===== src/rtl/ndn_rx_packet_assembler_pkg.sv =====
// Shared types and constants for the NDN MCU packet receive path.
package ndn_pkt_pkg;

    typedef enum logic [1:0] {
        IDLE,
        PREFIX,
        PAYLOAD,
        DROP
    } state_t;

    localparam logic PKT_TYPE_INTEREST = 1'b0;
    localparam logic PKT_TYPE_DATA     = 1'b1;
    localparam int   META_TYPE_BIT     = 7;
    localparam int   PREFIX_BYTES      = 8;

endpackage


===== src/rtl/ndn_rx_packet_assembler_fifo.sv =====
// Registered first-word-fall-through FIFO; head word is visible while valid.
module ndn_byte_fifo #(
    parameter int WIDTH = 9,
    parameter int DEPTH = 16
) (
    input  logic             clk,
    input  logic             rst,
    input  logic             push,
    input  logic [WIDTH-1:0] push_data,
    output logic             full,
    output logic             valid,
    input  logic             ready,
    output logic [WIDTH-1:0] data
);

    localparam int AW = $clog2(DEPTH);

    logic [WIDTH-1:0] mem [DEPTH];
    logic [AW-1:0]    wr_ptr;
    logic [AW-1:0]    rd_ptr;
    logic [AW:0]      count;
    logic             do_push;
    logic             do_pop;

    assign valid   = (count != '0);
    assign full    = (count == (AW+1)'(DEPTH));
    assign do_pop  = valid & ready;
    // A pop in the same cycle frees the slot, so a full FIFO still accepts.
    assign do_push = push & (~full | do_pop);
    assign data    = valid ? mem[rd_ptr] : '0;

    always_ff @(posedge clk) begin
        if (rst) begin
            wr_ptr <= '0;
            rd_ptr <= '0;
            count  <= '0;
        end else begin
            if (do_push) wr_ptr <= wr_ptr + 1'b1;
            if (do_pop)  rd_ptr <= rd_ptr + 1'b1;
            count <= count + (AW+1)'(do_push) - (AW+1)'(do_pop);
        end
    end

    always_ff @(posedge clk) begin
        if (do_push) mem[wr_ptr] <= push_data;
    end

endmodule


===== src/rtl/ndn_rx_packet_assembler.sv =====
// Frames spi_mcu RX bytes into header + payload FIFO.
// Optional inter-byte timeout: define NDN_RX_TIMEOUT_EN.
module ndn_rx_packet_assembler
    import ndn_pkt_pkg::*;
#(
    parameter int PREFIX_W       = PREFIX_BYTES * 8,
    parameter int LEN_W          = 6,
    parameter int FIFO_DEPTH     = 16,
    parameter int TIMEOUT_CYCLES = 1024
) (
    input  logic                clk,
    input  logic                rst,
    input  logic                rx_valid,
    input  logic [7:0]          rx_byte,
    output logic                hdr_valid,
    input  logic                hdr_ready,
    output logic                hdr_type,
    output logic [LEN_W-1:0]    hdr_length,
    output logic [PREFIX_W-1:0] hdr_prefix,
    output logic                pay_valid,
    input  logic                pay_ready,
    output logic [7:0]          pay_data,
    output logic                pay_last,
    output logic                overflow,
    output logic [7:0]          drop_count,
    output logic                busy
);

    localparam int PB    = PREFIX_W / 8;
    localparam int CNT_W = $clog2(PB);
    localparam int REM_W = $clog2(PB + (1 << LEN_W));

    state_t           state;
    state_t           state_nx;
    logic [CNT_W-1:0] byte_cnt;
    logic [REM_W-1:0] remaining;
    logic [LEN_W-1:0] len_field;
    logic             prefix_done;
    logic             timeout;
    logic             push;
    logic             push_last;
    logic             fifo_full;
    logic             pay_pop;
    logic             drop_evt;

    assign len_field   = rx_byte[LEN_W-1:0];
    assign prefix_done = rx_valid && (state == PREFIX)
                         && (byte_cnt == CNT_W'(PB - 1));
    assign pay_pop     = pay_valid & pay_ready;
    assign drop_evt    = (rx_valid && state == IDLE && hdr_valid)
                         || timeout;

`ifdef NDN_RX_TIMEOUT_EN
    localparam int GAP_W = $clog2(TIMEOUT_CYCLES + 1);
    logic [GAP_W-1:0] gap;

    always_ff @(posedge clk) begin
        if (rst || state == IDLE || rx_valid) gap <= '0;
        else                                  gap <= gap + 1'b1;
    end

    assign timeout = (state != IDLE) && !rx_valid
                     && (gap == GAP_W'(TIMEOUT_CYCLES - 1));
`else
    // Without the gap counter a stalled packet simply waits.
    assign timeout = (TIMEOUT_CYCLES < 0);
`endif

    always_ff @(posedge clk) begin
        if (rst) state <= IDLE;
        else     state <= state_nx;
    end

    always_comb begin
        state_nx = state;
        unique case (state)
            IDLE:
                if (rx_valid) state_nx = hdr_valid ? DROP : PREFIX;
            PREFIX:
                if (prefix_done)
                    state_nx = (hdr_length != '0) ? PAYLOAD : IDLE;
            PAYLOAD, DROP:
                if (rx_valid && remaining == REM_W'(1)) state_nx = IDLE;
            default:
                state_nx = IDLE;
        endcase
        if (timeout) state_nx = IDLE;
    end

    always_comb begin
        busy      = (state != IDLE);
        push      = rx_valid && (state == PAYLOAD);
        push_last = (remaining == REM_W'(1));
    end

    always_ff @(posedge clk) begin
        if (rst) begin
            hdr_valid  <= 1'b0;
            hdr_type   <= PKT_TYPE_INTEREST;
            hdr_length <= '0;
            hdr_prefix <= '0;
            byte_cnt   <= '0;
            remaining  <= '0;
            overflow   <= 1'b0;
            drop_count <= '0;
        end else begin
            if (hdr_valid && hdr_ready) hdr_valid <= 1'b0;
            if (rx_valid && state == IDLE) begin
                if (!hdr_valid) begin
                    hdr_type   <= rx_byte[META_TYPE_BIT] ? PKT_TYPE_DATA
                                                         : PKT_TYPE_INTEREST;
                    hdr_length <= len_field;
                    byte_cnt   <= '0;
                end else begin
                    remaining <= REM_W'(PB) + REM_W'(len_field);
                end
            end
            if (rx_valid && state == PREFIX) begin
                hdr_prefix <= {hdr_prefix[PREFIX_W-9:0], rx_byte};
                byte_cnt   <= byte_cnt + 1'b1;
                if (prefix_done) begin
                    hdr_valid <= 1'b1;
                    remaining <= REM_W'(hdr_length);
                end
            end
            if (rx_valid && (state == PAYLOAD || state == DROP))
                remaining <= remaining - REM_W'(1);
            if (push && fifo_full && !pay_pop) overflow <= 1'b1;
            if (drop_evt && drop_count != 8'hFF)
                drop_count <= drop_count + 8'd1;
        end
    end

    ndn_byte_fifo #(
        .WIDTH (9),
        .DEPTH (FIFO_DEPTH)
    ) u_fifo (
        .clk       (clk),
        .rst       (rst),
        .push      (push),
        .push_data ({push_last, rx_byte}),
        .full      (fifo_full),
        .valid     (pay_valid),
        .ready     (pay_ready),
        .data      ({pay_last, pay_data})
    );

endmodule


===== config.mk =====
export PLATFORM = sky130hd
export DESIGN_NAME = ndn_rx_packet_assembler
export DESIGN_NICKNAME = d
export VERILOG_FILES = /design/src/rtl/ndn_rx_packet_assembler_pkg.sv /design/src/rtl/ndn_rx_packet_assembler_fifo.sv /design/src/rtl/ndn_rx_packet_assembler.sv
export SDC_FILE = /design/constraint.sdc
export NUM_CORES = 1
export LEC_CHECK = 0
export CAP_MARGIN = 20
export CORE_ASPECT_RATIO = 1.4
export CORE_MARGIN = 5
export CORE_UTILIZATION = 25
export CTS_BUF_LIST = sky130_fd_sc_hd__clkbuf_16
export DETAILED_ROUTE_END_ITERATION = 16
export PLACE_DENSITY = 0.52
export SETUP_SLACK_MARGIN = 0.05
export SKIP_LAST_GASP = 1
export SLEW_MARGIN = 40
export SYNTH_ARGS = -nofsm -noshare
export SYNTH_HDL_FRONTEND = slang
export SYNTH_HIERARCHICAL = 1
export SYNTH_SLANG_ARGS = --single-unit

===== constraint.sdc =====
create_clock -name clk -period 2.88 [get_ports clk]
set_clock_uncertainty 0.15 [all_clocks]
set_input_delay 0.864 -clock clk [delete_from_list [all_inputs] [get_ports clk]]
set_output_delay 0.864 -clock clk [all_outputs]
set_load 0.01 [all_outputs]

Word-level counts from Yosys, hierarchy flattened
Memory sizes are Yosys's and may differ from the RTL's. A register that Yosys moved wholly into a read port is not among the register bits.
Index checks and enable logic that the tools add are counted.
Word-level totals
  bits in registers: 106
  RAM bits: 144
  input bits: 13
  memories kept: 1
Operators by class
  add/sub/neg operators: 8
  equality and inequality tests: 11
  multiplexer cells: 23
  bitwise operators: 5
  reductions and logical operators: 22
Memories
  u_fifo.mem: words 16, bits a word 9, read ports 1, clocked after memory_dff 1, wr ports 1, line ndn_rx_packet_assembler_fifo.sv:18  | logic [WIDTH-1:0] mem [DEPTH];
Operators by type and width (count)
  7-bit 2-to-1 mux: 5
  1-bit logical AND: 11
  2-bit 2-to-1 mux: 5
  3-bit 2-to-1 mux: 3
  9-bit 2-to-1 mux: 1
  4-bit by 1-bit adder with 4-bit output, second input constant: 2
  8-bit by 1-bit adder with 8-bit output, second input constant: 1
  4-bit 2-to-1 mux: 2
  8-bit inequality test, second input constant: 1
  4-bit by 6-bit adder with 7-bit output, first input constant: 1
  7-bit by 1-bit == test with 1-bit output, second input constant: 1
  7-bit by 1-bit subtractor with 7-bit output, second input constant: 1
  1-bit 2-to-1 mux: 6
  2-bit inequality test, second input constant: 3
  2-bit one-hot mux with 3 select lines: 1
  6-bit nonzero test: 1
  5-bit by 1-bit adder with 5-bit output: 1
  5-bit == test, second input constant: 1
  5-bit nonzero test: 1
  5-bit by 1-bit subtractor with 5-bit output: 1
  2-bit == test, second input constant: 2
  2-bit AND reduction: 2
  2-bit nonzero test: 2
  3-bit by 1-bit adder with 3-bit output, second input constant: 1
  11 further kinds: 13

Longest topological paths before layout
Gate-level depths: netlist of run 1.
  depth after elaboration: 6
  gate-level depth with buffers: 14

Cells and area by module
The synthesis of run 1 kept the hierarchy.
Modules (own cells, without submodules)
  ndn_byte_fifo: instances 1, cells each 339, area an instance 6477.5 µm²
  ndn_rx_packet_assembler: instances 1, cells each 450, area an instance 3674.8 µm²

Least setup slack after synthesis of run 1
Ideal clock, no wire load.
  path kind: in2reg
  start: in rx_valid
  end: reg u_fifo.count[4]
  setup time: 0.117 ns
  arrival: 2.695 ns
  required time: 2.613 ns
  setup slack: -0.081 ns
  stages on the path: 13
  buffers on the path: 0
  cells stage by stage: nand2_1 -> nor2_1 -> o21a_1 -> inv_1 -> ha_1 -> inv_1 -> ha_1 -> inv_1 -> fa_1 -> nor2b_1 -> o21bai_1 -> a21oi_1 -> nor3b_1
Between the ends
  cells in the longest elaborated chain, start to end: 4
Ends and longest elaborated chain
  start: declaration: line ndn_rx_packet_assembler.sv:13  | input logic rx_valid,
  1-bit logical AND: line ndn_rx_packet_assembler.sv:92  | push = rx_valid && (state == PAYLOAD);
  net push: line ndn_rx_packet_assembler.sv:40  | logic push;
  1-bit AND: line ndn_rx_packet_assembler_fifo.sv:29  | assign do_push = push & (~full | do_pop);
  5-bit by 1-bit adder with 5-bit output: line ndn_rx_packet_assembler_fifo.sv:40  | count <= count + (AW+1)'(do_push) - (AW+1)'(do_pop);
  5-bit by 1-bit subtractor with 5-bit output: line ndn_rx_packet_assembler_fifo.sv:40
  end signal: assignment: line ndn_rx_packet_assembler_fifo.sv:40
  end: declaration: line ndn_rx_packet_assembler_fifo.sv:21  | logic [AW:0] count;
The timed path passes the listed nets, and every way through them passes these cells.
A chain may end at the register's enable or synchronous reset.

==> qor.csv, run 1 <==
metric,value,unit
drcViolationCount,0,
synth.net_count,820,
path_cells,"buf_12, buf_6, mux4_2, mux2_4, o21ai_2, a21oi_1, buf_2",
grt_pass1_wl,40.9,mm
cts_buffers,27,
violations,setup timing,
num_antenna_cells,0,
io_buffers,104,
final_common_cell,nand2_1,
cap_violations,0,
coreArea,40300,um2
rsz0062_at_grt,yes,
synth_compound_area_frac,0.0659,
synth-simple-area-share,0.111,
antenna_found_initial,1,
critPathKind,reg2out,
worstHoldPathType,reg2reg,
holdBufCountCts,0,
initial_core_util,0.252,
synthAdderAreaFrac,0.0229,
vias,6687,
wl_per_cell,17.2,um
power,9.30,mW
async_flop_share,0,
drive_above_1_share,0.235,
die_area,44800,um2
slowest_delay,0.51,ns
setup-tns-final,-3.52,ns
final_cells,1527,
first_global_vias,7037,
top_layer,met4,
outcome,"complete, but fails checks",
yosys.area.top_type_share,0.426,
synthTopCellsByArea,"edfxtp_1, dfxtp_1, mux4_2",
fin_crit_sh,1.15,
die_y,248,um
grt_max_degree,68,
fill_cells,4031,
p_leak,4.58,nW
cts_root_buf,clkbuf_16,
synth_top_family_by_area,multiplexers,
crit_family,multiplexers,
final_cell_mix,"nand2_1, edfxtp_1, dfxtp_1",
yosys.area.top_type,edfxtp_1,
io_pins,105,
finalCriticalPeriod,3.32,ns
avgSynthCellArea,12.9,um2
grt.overflow.total,0,
grt_util_all_layers,0.114,
synth_mux_area_frac,0.114,
ys_types,55,
powerDensity,690,nW/um2
max_freq,301,MHz
synth-seq-cells,254,
synth-main-ff-cell,edfxtp_1,
synthToLayoutAreaGrowth,32.8,%
ant_nets,0,
postSynthCellCount,789,
wl_met1,10.5,mm
routed_wl,26.2,mm
drt_first_pass_iters,5,
worstMarginPinSlew,0.742,ns
critPathLaunchType,flop,
met3WireLength,1.68,mm
num_rows,87,
synthXorXnorAreaFrac,0.0138,
clk_latency,0.54,ns
critPathMaxFanout,7,
cts.sinks,254,
dp_hpwl,17.9,mm
setup_slack,-0.437,ns
post-route-util,0.335,
hold_viol,0,
gp_congestion,0.767,
met2_length,13.6,mm
required,1.87,ns
placedCellCount,1464,
end_kind,output port,
arrival,2.30,ns
htreeDepth,1,
synth_area,10200,um2
viasPerCell,4.38,
path_clk_slew,0.07,ns
ir_worst_vdd,0.000400,V
slew_headroom,0.505,
drt_iter0_drc,273,
hold_ws,0.307,ns
yosys_warnings,6,
cts.path.max_buffers,3,
synth_edf_count,144,
slew_viol_final,0,
setup-violations-final,10,
nets,1003,
path_buf_inv,3,
die_w,180,um
ys_seq_area_frac,0.643,
cts_tree,yes,
slowest_stage,mux4_2,
## flip-flops by register name (all words and copies together) (netlist names), 2 cells and up, named ones only
signal / count
byte_cnt: 3
drop_count: 8
hdr_length: 6
hdr_prefix: 64
remaining: 7
state: 2
u_fifo/count: 5
u_fifo/mem: 144
u_fifo/rd_ptr: 4
u_fifo/wr_ptr: 4
## cell usage after synthesis, drive strengths merged (3+ instances only)
master,instances
a21oi,81
a221oi,4
and3,4
buf,23
clkbuf,21
dfxtp,110
edfxtp,144
ha,17
inv,15
mux2,11
mux2i,18
mux4,36
nand2,155
nand2b,4
nand3,7
nor2,48
nor2b,8
nor3,8
nor4b,3
o211ai,4
o21ai,19
o22ai,3
xnor2,6
xor2,10
## layer usage
metal / global-route usage / up-vias
met3: 0.0329 / 32
met2: 0.206 / 150
met1: 0.132 / 3287
met4: 0.0296 / 0
li1: - / 3218
met5: 0 / -
## area by class of cell
class	count	area (um2)	share of cell area
flip-flops and latches	254	6530	0.485
clock buffers	27	676	0.0501
multi-input cells	476	3490	0.259
inverters	15	56.3	0.00418
repair buffers	198	1880	0.139
well taps	534	668	0.0496
clock inverters	23	178	0.0132
## what timing repair did
| action | 4_1_cts | 5_1_grt |
|---|---|---|
| cloned | 2 | 0 |
| setup endpoints to repair | 15 | 12 |
| resized for setup | 99 | 7 |
| buffers inserted | 11 | 3 |
| pin swaps | 7 | 4 |
## worst paths after layout
path	from	cells after the start	slack, ns	endpoint
setup / recovery	flop	7	-0.44	pay_data[7]
hold / removal	hdr_prefix[61]	2	0.31	hdr_prefix[61]
setup reg to reg	u_fifo/count[3]	16	-0.04	u_fifo/count[4]
hold reg to reg	hdr_prefix[61]	2	0.31	hdr_prefix[61]
## logic make-up (layout without fill, tap and decap cells)
| logic type | Yosys count | in the layout |
|---|---|---|
| xor+xnor | 16 | 16 |
| buf+inv | 59 | 263 |
| compound gates | 122 | 122 |
| mux | 65 | 65 |
| fa+ha+maj | 18 | 18 |
| simple gates | 255 | 255 |
| flops | 254 | 254 |
## stage by stage
step	cell area (um2)	worst slack, ns
5_1_grt	13500	-0.529
3_5_place_dp	12400	-0.568
4_1_cts	13500	-0.473
3_3_place_gp	12400	-0.487
2_1_floorplan	10200	0.0573
6_report	13500	-0.437
## worst reg2reg max path, stage by stage, from the launching register on
cell	delay (ns)
dfxtp_2	0.32
inv_2	0.07
ha_4	0.13
or4b_4	0.53
buf_16	0.18
buf_12	0.13
nand2_4	0.06
inv_2	0.04
ha_4	0.20
inv_2	0.06
ha_4	0.12
inv_2	0.03
fa_2	0.33
nor2b_2	0.13
o21bai_1	0.09
a21oi_2	0.15
nor3b_2	0.06
## power breakdown
| part | switching [mW] | leakage (nW) | total (mW) | internal, mW |
|---|---|---|---|---|
| Sequential | 0.0632 | 2.20 | 3.95 | 3.89 |
| Combinational | 0.876 | 1.94 | 1.98 | 1.11 |
| Clock | 1.47 | 0.450 | 3.37 | 1.90 |
No activity file was read; power rests on OpenSTA's default activity.
==> run 2, diff against run 1 <==
--- a/config.mk
+++ b/config.mk
@@ -11,7 +11,7 @@
 export CORE_UTILIZATION = 25
 export CTS_BUF_LIST = sky130_fd_sc_hd__clkbuf_16
 export DETAILED_ROUTE_END_ITERATION = 16
-export PLACE_DENSITY = 0.52
+export PLACE_DENSITY = 0.51
 export SETUP_SLACK_MARGIN = 0.05
 export SKIP_LAST_GASP = 1
 export SLEW_MARGIN = 40
==> constraint.sdc (replaced) <==
create_clock -name clk -period 4.1 [get_ports clk]
set_clock_uncertainty 0.15 [all_clocks]
set_input_delay 1.23 -clock clk [delete_from_list [all_inputs] [get_ports clk]]
set_output_delay 1.23 -clock clk [all_outputs]
set_load 0.01 [all_outputs]
==> run 2 against run 1 <==
The run now ends clean; sequential share of layout area rose by 2.6 points; combinational power fell by 51%; via count fell by 2.6%; critical endpoint is now pay_last; global-route usage fell by 0.23 points; sequential power fell by 29%; setup slack improved by 0.62 ns; sequential cell count did not move; worst hold slack got worse by 0.00089 ns.
==> qor.csv, run 2 (same netlist as run 1, synthesis figures left out) <==
metric,value,unit
slew_headroom,0.490,
slew_viol_final,0,
powerDensity,466,nW/um2
met3WireLength,1.68,mm
finalInstanceArea,12800,um2
fin_crit_sh,0.956,
drt_iter0_drc,274,
cts_tree,yes,
setup_slack,0.182,ns
cts.sinks,254,
top_regs,"u_fifo/mem x144, hdr_prefix x64, drop_count x8",
hold_viol,0,
drt_first_pass_iters,4,
wl_per_cell,17.3,um
gp_congestion,0.760,
drive_above_1_share,0.138,
die_area,44800,um2
critPathLaunchType,flop,
slowest_stage,mux4_1,
critPathMaxFanout,10,
final_common_cell,nand2_1,
path_cells,"buf_12, buf_4, mux4_1, mux2_2, o21ai_1, a21oi_1, clkdlybuf4s15_1",
dp_hpwl,16.6,mm
viasPerCell,4.42,
holdBufCountCts,0,
setup-violations-final,0,
top_register,u_fifo/mem,
worstHoldPathType,reg2reg,
first_global_vias,6662,
synthToLayoutAreaGrowth,26.0,%
final_cells,1473,
final_cell_mix,"nand2_1, edfxtp_1, dfxtp_1",
nets,950,
top_layer,met4,
path_clk_slew,0.06,ns
hold_ws,0.306,ns
reg2reg_slack,1.00,ns
ir_worst_vdd,0.000333,V
grt_max_degree,76,
die_w,180,um
routed_wl,25.5,mm
coreArea,40300,um2
max_freq,255,MHz
cts_buffers,26,
outcome,finished clean,
hold_start,hdr_prefix[62],
critPathKind,reg2out,
arrival,2.54,ns
largest_reg_flops,144,
cts_root_buf,clkbuf_16,
power,5.96,mW
num_rows,87,
end_kind,output port,
rr_startpoint,u_fifo/count[3],
finalCriticalPeriod,3.92,ns
grt_pass1_wl,39.7,mm
io_buffers,104,
ant_nets,0,
place_ws,0.0619,ns
grt_util_all_layers,0.112,
initial_core_util,0.252,
setup-tns-final,0,ns
placedCellCount,1419,
htreeDepth,1,
wl_met1,10.5,mm
cap_violations,0,
post-route-util,0.318,
io_pins,105,
required,2.72,ns
antenna_found_initial,0,
vias,6511,
hold_end,hdr_prefix[62],
reg2reg_depth,14,
cts.path.max_buffers,3,
num_antenna_cells,0,
met2_length,12.8,mm
holdPathStages,2,
slowest_delay,0.53,ns
worstMarginPinSlew,0.766,ns
rsz0062_at_grt,yes,
p_leak,4.24,nW
dpl-instance-area,11900,um2
die_y,248,um
grt.overflow.total,0,
clk_latency,0.54,ns
drcViolationCount,0,
timing.rr.end,u_fifo/count[4],
[run 2: critical path: cells and delay by family, from the launching register on]
kind	cells	cell delay [ns]
AOI/OAI and AO/OA	2	0.18
muxes	2	0.82
DFF	1	0.40
buffers and inverters	3	0.58
[run 2: worst max path at each step]
stage	startpoint	end	slack, ns	cells past startpoint
2_1_floorplan	rx_valid	u_fifo/count[4]	0.77	13
3_3_place_gp	rx_valid	u_fifo/count[4]	0.15	14
3_5_place_dp	rx_valid	u_fifo/count[4]	0.06	14
4_1_cts	flop	pay_data[3]	0.005	7
5_1_grt	flop	pay_last	0.01	7
6_report	flop	pay_last	0.18	7
[run 2: timing repair]
action	CTS	global route
gates resized for setup	12	9
setup endpoints to repair	9	5
setup buffers	2	3
hold endpoints to repair	0	0
cloned	1	0
[run 2: area by class of cell]
| type | instances | area, um2 |
|---|---|---|
| inverter | 15 | 56.3 |
| clock inverter | 20 | 96.3 |
| timing repair buffer | 146 | 1390 |
| multi-input combinational | 476 | 3340 |
| fill | 4091 | 27500 |
| clock buffer | 28 | 701 |
| sequential | 254 | 6530 |
| tap | 534 | 668 |
[run 2: per-layer routing]
metal | global-route usage | vias to the layer above
met5 | 0 | -
met1 | 0.132 | 3207
met4 | 0.0337 | 0
met3 | 0.0330 | 38
met2 | 0.196 | 147
li1 | - | 3119
[run 2: power breakdown]
group          switching, mW  leakage [nW]  internal, mW
registers             0.0537          2.20          2.73
logic                  0.471          1.64         0.494
clock network          0.980         0.412          1.23
==> run 3, diff against run 2 <==
--- a/config.mk
+++ b/config.mk
@@ -7,7 +7,6 @@
 export LEC_CHECK = 0
 export CAP_MARGIN = 20
 export CORE_ASPECT_RATIO = 1.4
-export CORE_MARGIN = 5
 export CORE_UTILIZATION = 25
 export CTS_BUF_LIST = sky130_fd_sc_hd__clkbuf_16
 export DETAILED_ROUTE_END_ITERATION = 16
==> run 3 against run 2 <==
Register-to-register slack gained 0.07 ns; fmax fell by 0.11%; critical path depth unchanged; sequential cell count unchanged; sequential power hardly changed; cell area rose by 1.8%; global-route usage grew 1.8 points; sequential share of layout area fell by 0.93 points; cell count is 0.41% higher; largest cell class unchanged; highest routed layer unchanged.
==> qor.csv, run 3 (same netlist as run 1, synthesis figures left out) <==
metric,value,unit
p_leak,4.35,nW
ant_nets,0,
final_cells,1479,
rsz0062_at_grt,no,
antenna_found_initial,0,
top_regs,"u_fifo/mem x144, hdr_prefix x64, drop_count x8",
wl_met1,10.9,mm
cts_tree,yes,
coreArea,40200,um2
reg2reg_depth,14,
num_rows,87,
die_area,41400,um2
htreeDepth,1,
wl_per_cell,17.8,um
slew_headroom,0.466,
io_pins,105,
drt_iter0_drc,332,
powerDensity,490,nW/um2
final_common_cell,nand2_1,
fill_cells,3975,
outcome,finished clean,
clk_latency,0.55,ns
worstHoldPathType,reg2reg,
dp_hpwl,17.0,mm
grt_pass1_wl,40.4,mm
fin_crit_sh,0.957,
holdBufCountCts,0,
top_register,u_fifo/mem,
finalInstanceArea,13000,um2
top_layer,met4,
worstMarginPinSlew,0.798,ns
drive_above_1_share,0.150,
met3WireLength,1.57,mm
cts.sinks,254,
largest_reg_flops,144,
power,6.38,mW
initial_core_util,0.253,
required,2.72,ns
routed_wl,26.3,mm
gp_congestion,0.741,
slew_viol_final,0,
final_cell_mix,"nand2_1, edfxtp_1, dfxtp_1",
critPathMaxFanout,8,
finalCriticalPeriod,3.92,ns
setup-violations-final,0,
holdPathStages,2,
first_global_vias,6731,
grt.overflow.total,0,
drt_first_pass_iters,6,
die_y,240,um
nets,955,
end_kind,output port,
cts_root_buf,clkbuf_16,
critPathKind,reg2out,
arrival,2.54,ns
die_w,172,um
vias,6502,
cap_violations,0,
met2_length,13.2,mm
hold_viol,0,
max_freq,255,MHz
num_antenna_cells,0,
ir_worst_vdd,0.000244,V
post-route-util,0.324,
cts.path.max_buffers,3,
critPathLaunchType,flop,
grt_max_degree,65,
grt_util_all_layers,0.130,
io_buffers,104,
cts_buffers,27,
synthToLayoutAreaGrowth,28.3,%
dpl-instance-area,12000,um2
viasPerCell,4.40,
drcViolationCount,0,
placedCellCount,1421,
path_clk_slew,0.06,ns
==> run 3: changes by cell type in the layout (fill, tap and decap cells not counted), moves of 2 or more <==
| cell | before | now |
|---|---|---|
| inv_6 | 0 | 2 |
| dlygate4sd2_1 | 4 | 2 |
| buf_4 | 38 | 41 |
| dlymetal6s2s_1 | 1 | 3 |
| bufinv_16 | 0 | 6 |
| inv_1 | 22 | 16 |
| clkinv_1 | 7 | 5 |
==> run 3: where the power goes <==
group | total (mW) | switching (mW) | leakage, nW | internal, mW
sequential | 2.78 | 0.0469 | 2.20 | 2.73
clock | 2.64 | 1.05 | 0.466 | 1.59
combinational | 0.961 | 0.466 | 1.69 | 0.496
total | 6.38 | 1.56 | 4.35 | 4.82
==> run 3: final timing paths <==
path | from | to | slack, ns
max reg2reg | u_fifo/count[2] | u_fifo/count[4] | 1.07
max | flop | pay_data[3] | 0.18
min reg2reg | hdr_prefix[56] | hdr_prefix[56] | 0.31
min | hdr_prefix[56] | hdr_prefix[56] | 0.31
==> run 3: area by class of cell <==
cell class / instances / area [um2] / area share
Inverter: 15 / 56.3 / 0.00432
Multi-Input combinational cell: 476 / 3340 / 0.256
Sequential cell: 254 / 6530 / 0.501
Tap cell: 534 / 668 / 0.0513
Clock inverter: 23 / 289 / 0.0222
Clock buffer: 27 / 676 / 0.0519
Timing Repair Buffer: 150 / 1460 / 0.112
==> run 3: stage by stage <==
| stage | TNS, ns | setup WS, ns | hold WS, ns |
|---|---|---|---|
| after detailed placement | 0 | 0.133 | 0.301 |
| after CTS | -0.0233 | -0.0184 | 0.312 |
| after global placement | 0 | 0.145 | 0.297 |
| after floorplan | 0 | 0.773 | 0.313 |
| final | 0 | 0.177 | 0.310 |
| after global routing | 0 | 0.0740 | 0.343 |
==> run 3: what timing repair did <==
action                                  CTS  global route
endpoints found under the setup margin    9             7
setup buffers                             6             0
gates cloned                              2             0
resized for setup                         8            11
==> run 3: critical path, stage by stage (launching register included) <==
cell and delay, ns:
dfxtp_4 0.39, bufbuf_16 0.29, buf_4 0.12, mux4_1 0.55, mux2_2 0.30, o21ai_1 0.12
a21oi_1 0.06, clkbuf_2 0.16
==> run 3: metal layers <==
layer,track usage,vias up
li1,-,3125
met1,0.152,3197
met2,0.226,142
met3,0.0334,38
met4,0.0456,0
met5,0,-
